**src/rtl/avalon_anemo_gen_pkg.sv**
```systemverilog
// Shared constants and types for the anemometer pulse generator.
package anemo_pkg;

    // Avalon bus geometry
    localparam int unsigned AVL_ADDR_W = 2;
    localparam int unsigned AVL_DATA_W = 32;

    // Register word addresses
    localparam logic [AVL_ADDR_W-1:0] ADDR_CTRL   = 2'd0;
    localparam logic [AVL_ADDR_W-1:0] ADDR_PERIOD = 2'd1;
    localparam logic [AVL_ADDR_W-1:0] ADDR_HIGH   = 2'd2;
    localparam logic [AVL_ADDR_W-1:0] ADDR_COUNT  = 2'd3;

    // CTRL bit positions
    localparam int unsigned CTRL_EN    = 0;
    localparam int unsigned CTRL_BURST = 1;
    localparam int unsigned CTRL_START = 2;

    // Shortest period that still gives one high and one low cycle
    localparam int unsigned MIN_PERIOD = 2;

    typedef enum logic {
        IDLE,
        RUN
    } anemo_state_t;

endpackage

```
**src/rtl/avalon_anemo_gen_if.sv**
```systemverilog
// Avalon-MM slave bus bundle for the pulse generator register file.
interface avalon_anemo_gen_if;
    import anemo_pkg::*;

    logic                  chipselect;
    logic [AVL_ADDR_W-1:0] address;
    logic                  write_n;
    logic                  read_n;
    logic [AVL_DATA_W-1:0] writedata;
    logic [AVL_DATA_W-1:0] readdata;

    modport master (
        output chipselect, address, write_n, read_n, writedata,
        input  readdata
    );

    modport slave (
        input  chipselect, address, write_n, read_n, writedata,
        output readdata
    );

endinterface

```
**src/rtl/avalon_anemo_gen_pulse_core.sv**
```systemverilog
// Phase counter, period/high shadows and burst counter of the pulse generator.
module anemo_pulse_core
    import anemo_pkg::*;
#(
    parameter int unsigned PERIOD_W = 32,
    parameter int unsigned BURST_W  = 16
) (
    input  logic                clk,
    input  logic                reset,
    input  logic                start,      // one-cycle restart request
    input  logic                stop,       // one-cycle stop request
    input  logic                burst,      // burst mode select
    input  logic [PERIOD_W-1:0] period,
    input  logic [PERIOD_W-1:0] high,
    input  logic [BURST_W-1:0]  count,
    output logic                anemo_out,
    output logic                busy,
    output logic [BURST_W-1:0]  remaining,
    output logic                burst_end   // last burst period ends this cycle
);

    anemo_state_t        state;
    logic [PERIOD_W-1:0] cnt;
    logic [PERIOD_W-1:0] p_sh;
    logic [PERIOD_W-1:0] h_sh;

    logic [PERIOD_W-1:0] p_new;
    logic [PERIOD_W-1:0] h_new;
    logic [PERIOD_W-1:0] cnt_inc;
    logic                wrap;
    logic                last_pulse;

    // Clamped shadow candidates and wrap detection
    always_comb begin
        p_new      = (period < PERIOD_W'(MIN_PERIOD)) ? PERIOD_W'(MIN_PERIOD) : period;
        h_new      = (high > p_new - PERIOD_W'(1)) ? p_new - PERIOD_W'(1) : high;
        cnt_inc    = cnt + PERIOD_W'(1);
        wrap       = (cnt == p_sh - PERIOD_W'(1));
        last_pulse = burst && (remaining <= BURST_W'(1));
        burst_end  = (state == RUN) && wrap && last_pulse && !start && !stop;
    end

    // Pulse FSM: start beats stop beats the normal wrap/advance
    always_ff @(posedge clk) begin
        if (reset) begin
            state     <= IDLE;
            cnt       <= '0;
            p_sh      <= '0;
            h_sh      <= '0;
            remaining <= '0;
            anemo_out <= 1'b0;
            busy      <= 1'b0;
        end else if (start) begin
            state     <= RUN;
            cnt       <= '0;
            p_sh      <= p_new;
            h_sh      <= h_new;
            remaining <= count;
            anemo_out <= (h_new != '0);
            busy      <= 1'b1;
        end else if (stop) begin
            state     <= IDLE;
            cnt       <= '0;
            anemo_out <= 1'b0;
            busy      <= 1'b0;
        end else if (state == RUN) begin
            if (wrap) begin
                cnt <= '0;
                if (last_pulse) begin
                    state     <= IDLE;
                    remaining <= '0;
                    anemo_out <= 1'b0;
                    busy      <= 1'b0;
                end else begin
                    if (burst) begin
                        remaining <= remaining - BURST_W'(1);
                    end
                    p_sh      <= p_new;
                    h_sh      <= h_new;
                    anemo_out <= (h_new != '0);
                end
            end else begin
                cnt       <= cnt_inc;
                anemo_out <= (cnt_inc < h_sh);
            end
        end
    end

endmodule

```
**src/rtl/avalon_anemo_gen.sv**
```systemverilog
// Avalon-MM programmable anemometer pulse generator: register file + pulse core.
module avalon_anemo_gen
    import anemo_pkg::*;
#(
    parameter int unsigned PERIOD_W = 32,
    parameter int unsigned BURST_W  = 16
) (
    input  logic               clk,
    input  logic               reset,
    avalon_anemo_gen_if.slave  bus,
    output logic               anemo_out,
    output logic               busy
);

    logic                ctrl_en;
    logic                ctrl_burst;
    logic [PERIOD_W-1:0] period_reg;
    logic [PERIOD_W-1:0] high_reg;
    logic [BURST_W-1:0]  count_reg;
    logic                start_q;
    logic                stop_q;
    logic [BURST_W-1:0]  remaining;
    logic                burst_end;

    logic wr;
    logic rd;

    assign wr = bus.chipselect && !bus.write_n;
    assign rd = bus.chipselect && !bus.read_n;

    // Register writes; START/stop become one-cycle requests to the core
    always_ff @(posedge clk) begin
        if (reset) begin
            ctrl_en    <= 1'b0;
            ctrl_burst <= 1'b0;
            period_reg <= '0;
            high_reg   <= '0;
            count_reg  <= '0;
            start_q    <= 1'b0;
            stop_q     <= 1'b0;
        end else begin
            start_q <= 1'b0;
            stop_q  <= 1'b0;
            if (burst_end) begin
                ctrl_en <= 1'b0;
            end
            if (wr) begin
                case (bus.address)
                    ADDR_CTRL: begin
                        ctrl_en    <= bus.writedata[CTRL_EN];
                        ctrl_burst <= bus.writedata[CTRL_BURST];
                        start_q    <= bus.writedata[CTRL_EN] && bus.writedata[CTRL_START];
                        stop_q     <= !bus.writedata[CTRL_EN];
                    end
                    ADDR_PERIOD: period_reg <= bus.writedata[PERIOD_W-1:0];
                    ADDR_HIGH:   high_reg   <= bus.writedata[PERIOD_W-1:0];
                    default:     count_reg  <= bus.writedata[BURST_W-1:0];
                endcase
            end
        end
    end

    // Registered read mux, one cycle of latency
    always_ff @(posedge clk) begin
        if (reset) begin
            bus.readdata <= '0;
        end else if (rd) begin
            case (bus.address)
                ADDR_CTRL: begin
                    bus.readdata             <= '0;
                    bus.readdata[CTRL_EN]    <= ctrl_en;
                    bus.readdata[CTRL_BURST] <= ctrl_burst;
                end
                ADDR_PERIOD: bus.readdata <= AVL_DATA_W'(period_reg);
                ADDR_HIGH:   bus.readdata <= AVL_DATA_W'(high_reg);
                default:     bus.readdata <= AVL_DATA_W'(remaining);
            endcase
        end
    end

    anemo_pulse_core #(
        .PERIOD_W (PERIOD_W),
        .BURST_W  (BURST_W)
    ) u_core (
        .clk       (clk),
        .reset     (reset),
        .start     (start_q),
        .stop      (stop_q),
        .burst     (ctrl_burst),
        .period    (period_reg),
        .high      (high_reg),
        .count     (count_reg),
        .anemo_out (anemo_out),
        .busy      (busy),
        .remaining (remaining),
        .burst_end (burst_end)
    );

endmodule

```
**src/flat_wrapper.sv**
```systemverilog
// flat-port wrapper written by rule: the top's interface ports become plain ports
module avalon_anemo_gen_flat import anemo_pkg::*;
#(
    parameter int unsigned PERIOD_W = 32,
    parameter int unsigned BURST_W  = 16
)
  (clk, reset, anemo_out, busy, bus_chipselect, bus_address, bus_write_n, bus_read_n, bus_writedata, bus_readdata);
  avalon_anemo_gen_if bus_i ();
  input  logic clk;
  input  logic reset;
  output logic anemo_out;
  output logic busy;
  input wire logic [$bits(bus_i.chipselect)-1:0] bus_chipselect;
  input wire logic [$bits(bus_i.address)-1:0] bus_address;
  input wire logic [$bits(bus_i.write_n)-1:0] bus_write_n;
  input wire logic [$bits(bus_i.read_n)-1:0] bus_read_n;
  input wire logic [$bits(bus_i.writedata)-1:0] bus_writedata;
  output wire logic [$bits(bus_i.readdata)-1:0] bus_readdata;
  assign bus_i.chipselect = bus_chipselect;
  assign bus_i.address = bus_address;
  assign bus_i.write_n = bus_write_n;
  assign bus_i.read_n = bus_read_n;
  assign bus_i.writedata = bus_writedata;
  assign bus_readdata = bus_i.readdata;
  avalon_anemo_gen #(.PERIOD_W(PERIOD_W), .BURST_W(BURST_W)) u_core (.clk(clk), .reset(reset), .bus(bus_i), .anemo_out(anemo_out), .busy(busy));
endmodule
```
**config.mk**
```make
export PLATFORM = sky130hd
export DESIGN_NAME = avalon_anemo_gen_flat
export DESIGN_NICKNAME = d
export VERILOG_FILES = /design/src/rtl/avalon_anemo_gen_pkg.sv /design/src/rtl/avalon_anemo_gen_if.sv /design/src/rtl/avalon_anemo_gen_pulse_core.sv /design/src/rtl/avalon_anemo_gen.sv /design/src/flat_wrapper.sv
export SDC_FILE = /design/constraint.sdc
export NUM_CORES = 1
export LEC_CHECK = 0
export BUFFER_PORTS_ARGS = -buffer_cell sky130_fd_sc_hd__buf_2
export CELL_PAD_IN_SITES_DETAIL_PLACEMENT = 1
export CELL_PAD_IN_SITES_GLOBAL_PLACEMENT = 1
export CORE_UTILIZATION = 30
export DETAILED_ROUTE_END_ITERATION = 7
export PLACE_DENSITY_LB_ADDON = 0.1
export SETUP_SLACK_MARGIN = 0.05
export SYNTH_ARGS = -nofsm -noshare
export SYNTH_HDL_FRONTEND = slang
export SYNTH_HIERARCHICAL = 1
export SYNTH_SLANG_ARGS = --single-unit
```
**constraint.sdc**
```tcl
create_clock -name clk -period 7.18 [get_ports clk]
set_clock_uncertainty 0.15 [all_clocks]
set_input_delay 1.795 -clock clk [delete_from_list [all_inputs] [get_ports clk]]
set_output_delay 1.795 -clock clk [all_outputs]
set_load 0.1 [all_outputs]
```
==> run metrics <==
status complete, no violations; multi-input combinational cell area 8690 um^2; DPL Wire Length 40,700 um; Seq cells post-synth 231; first-pass GRT wire length 82,500 um; vias in the first global route 13,300; crit path DAT 6.46 ns; Overall Global Routing Usage 22.4%; wire length per cell 21.8 um; Leak 5.85 nW; EDFF count, synth 0; core box area 46,500 um^2; Slew Viols, Final 0; Residual DRC 0; GR Util met1 33.3%; M2 GR Usage 33.4%; 1st-iter DRT viols 850; Die Y 219 um; Post-Synthesis Cells 1,859; clk_lat worst skew 0.59 ns; Layout Nets 1,957; endpoints failing hold 0; Worst VDD drop 193 uV; IO buf count 72; final setup vio count 0; CTS Hold Bufs 0; io pins 73; # fillers 5,693; row count 79; normalized max-slew margin 23.3%; Layout Utilization 34.1%; Clk pin slew, worst setup/hold paths 0.06 ns; GRT Max-Usage Layer met2; die area 47,900 um^2; via count 13,500; clock root buffer clkbuf_16; Netlist Area Pre-Place 14,100 um^2; Post-CTS Resized 0; CP startpoint kind flop; Hold Crit Depth 2; Syn Nets 1,966; Slew @ Worst Pin 1.15 ns; share of layout cells above drive strength 1 10.8%; area delta synth->final 12.1%; fin crit period 6.11 ns; Warnings, synthesis 6; starting density of the core 30.4%; largest net degree at the start of global routing 121; RSZ-0062 raised after global routing no; crit-path max FO 31; clk sinks 231; f_max 164 MHz; Reg2Reg Depth 20; Synth cell types 82; crit end category flop; die width 219 um; sequential area share after synthesis 32.8%; H-tree depth 1; antenna viol nets, final 0; DRT Pass-1 Iters 4; Post-Route WL 54,000 um; Num CTS Buffers 29; Longest Clk Path Bufs 3; Setup Buffers After CTS 0; sequential cell area 4620 um^2; setup tns final 0 ns; fin crit share 85.0%; worst setup path category flop to flop; mean area per synthesized cell 7.59 um^2; top_reg_cell synth dfxtp_1; Async SR Flop Fraction 0%; DR vias/cell 5.45; TritonCTS clock tree built; initial antenna violation count 0; number of diodes 0; Hold Path Class flop to flop; total grt overflow 0; CP required 7.53 ns; Max-Cap Viols 0; GRT met3 Usage 2.51%; Final Wtd Congestion 0.879; PD cells 221 nW/um^2
-- routing by layer --
metal | vias up | share of wire, % | wire length, um
li1 | 6585 | - | -
met1 | 6600 | 51 | 27600
met2 | 249 | 42 | 22900
met3 | 71 | 3.6 | 1950
met4 | 0 | 2.9 | 1550
met5 | - | 0 | 0
-- cell type report --
| cell class | count | area share [%] |
|---|---|---|
| clock inverter | 11 | 1.10 |
| clock buffer | 42 | 5.21 |
| timing repair buffer | 93 | 3.31 |
| inverter | 61 | 1.45 |
| tap | 607 | 4.80 |
| multi-input combinational | 1434 | 54.9 |
| sequential | 231 | 29.2 |
-- Yosys cell counts, types with 7 or more instances --
cell type / number / share of area, %
or2_2: 12 / 0.53
nand3b_1: 12 / 0.64
or4_1: 10 / 0.53
o31ai_1: 7 / 0.37
nor4_1: 33 / 1.5
inv_1: 61 / 1.6
a21o_1: 24 / 1.3
and3_1: 7 / 0.31
o211ai_1: 33 / 1.8
ha_1: 68 / 6.0
buf_2: 34 / 1.2
dfxtp_1: 231 / 33
xnor2_1: 58 / 3.6
nor3_1: 77 / 2.7
a211oi_1: 7 / 0.37
xor2_1: 30 / 1.9
a221oi_1: 33 / 2.0
nand4_1: 37 / 1.6
mux2_2: 15 / 1.2
nand2b_1: 11 / 0.49
and4_1: 14 / 0.87
a21oi_1: 212 / 7.5
o21ai_0: 36 / 1.3
nor2_1: 113 / 3.0
nand2_1: 378 / 10
mux2i_1: 7 / 0.50
a31oi_1: 18 / 0.80
nand3_1: 45 / 1.6
clkbuf_1: 80 / 2.1
nor2b_1: 17 / 0.75
or3_1: 11 / 0.49
-- kinds of logic after synthesis --
kind of cell / synth area share [%]
fa+ha+maj: 6.03
mux: 2.01
buf+inv: 5.90
compound gates: 18.9
flops: 32.8
xor+xnor: 5.46
simple gates: 28.9
-- metrics by stage --
stage / cells / power [mW] / setup slack, ns / area, um^2 / hold slack, ns
2_1_floorplan: 1859 / 1.80 / 1.66 / 14100 / 0.275
3_3_place_gp: 2426 / 1.97 / 1.19 / 14800 / 0.293
3_5_place_dp: 2426 / 1.98 / 1.07 / 14800 / 0.299
4_1_cts: 2479 / 3.55 / 1.03 / 15800 / 0.306
5_1_grt: 2479 / 3.66 / 0.589 / 15800 / 0.323
6_report: 2479 / 3.50 / 1.07 / 15800 / 0.303
-- path summary, 6_finish.rpt --
kind	start	endpoint	slack [ns]
worst max-delay path	u_core/period_reg[21]	u_core/u_core/h_sh[1]	1.07
worst max register to register	u_core/period_reg[21]	u_core/u_core/h_sh[1]	1.07
worst min-delay path	u_core/u_core/h_sh[27]	u_core/u_core/h_sh[27]	0.30
worst min register to register	u_core/u_core/h_sh[27]	u_core/u_core/h_sh[27]	0.30
-- where the power goes --
part           switching [mW]  internal, mW
Clock                   0.614         0.940
Combinational           0.400         0.189
Sequential             0.0493          1.31
Total                    1.06          2.44
-- placed cells by master (no fill, tap or decap), drive strengths merged, types with 7 or more instances in the layout --
master | Yosys | layout
nand3 | 45 | 45
o31ai | 7 | 7
inv | 61 | 62
nand2b | 11 | 11
o21ai | 42 | 42
a211oi | 7 | 7
a21oi | 212 | 212
nand3b | 12 | 12
nor4 | 38 | 38
and4 | 14 | 14
and3 | 7 | 7
or4 | 15 | 15
nor4b | 8 | 8
or3 | 11 | 11
nor2 | 113 | 113
a31oi | 18 | 18
o211ai | 33 | 33
xor2 | 30 | 30
mux2i | 7 | 7
or2 | 13 | 13
clkbuf | 82 | 42
a21o | 24 | 24
a221oi | 33 | 33
mux2 | 15 | 15
nor2b | 17 | 17
nand2 | 378 | 378
ha | 68 | 68
nand4 | 38 | 38
buf | 51 | 93
nor3 | 81 | 81
xnor2 | 58 | 58
dfxtp | 231 | 231
-- worst max-delay path, cell delays in order (launching register included) --
cell and delay (ns):
dfxtp_1 0.38, nor4_1 0.46, and4_1 0.40, nand4_1 0.15
nand2_1 0.16, ha_1 0.29, or4b_2 0.65, nand4b_1 0.39
nor2_1 0.33, nand2_1 0.11, xnor2_1 0.23, inv_1 0.10
ha_1 0.31, nand4_1 0.15, nor4_1 0.51, o41ai_1 0.23
a21oi_4 0.19, buf_4 0.32, mux2i_1 0.24, nor2_1 0.06
a211oi_1 0.21
Note: power is estimated with default switching activity, not from simulation.
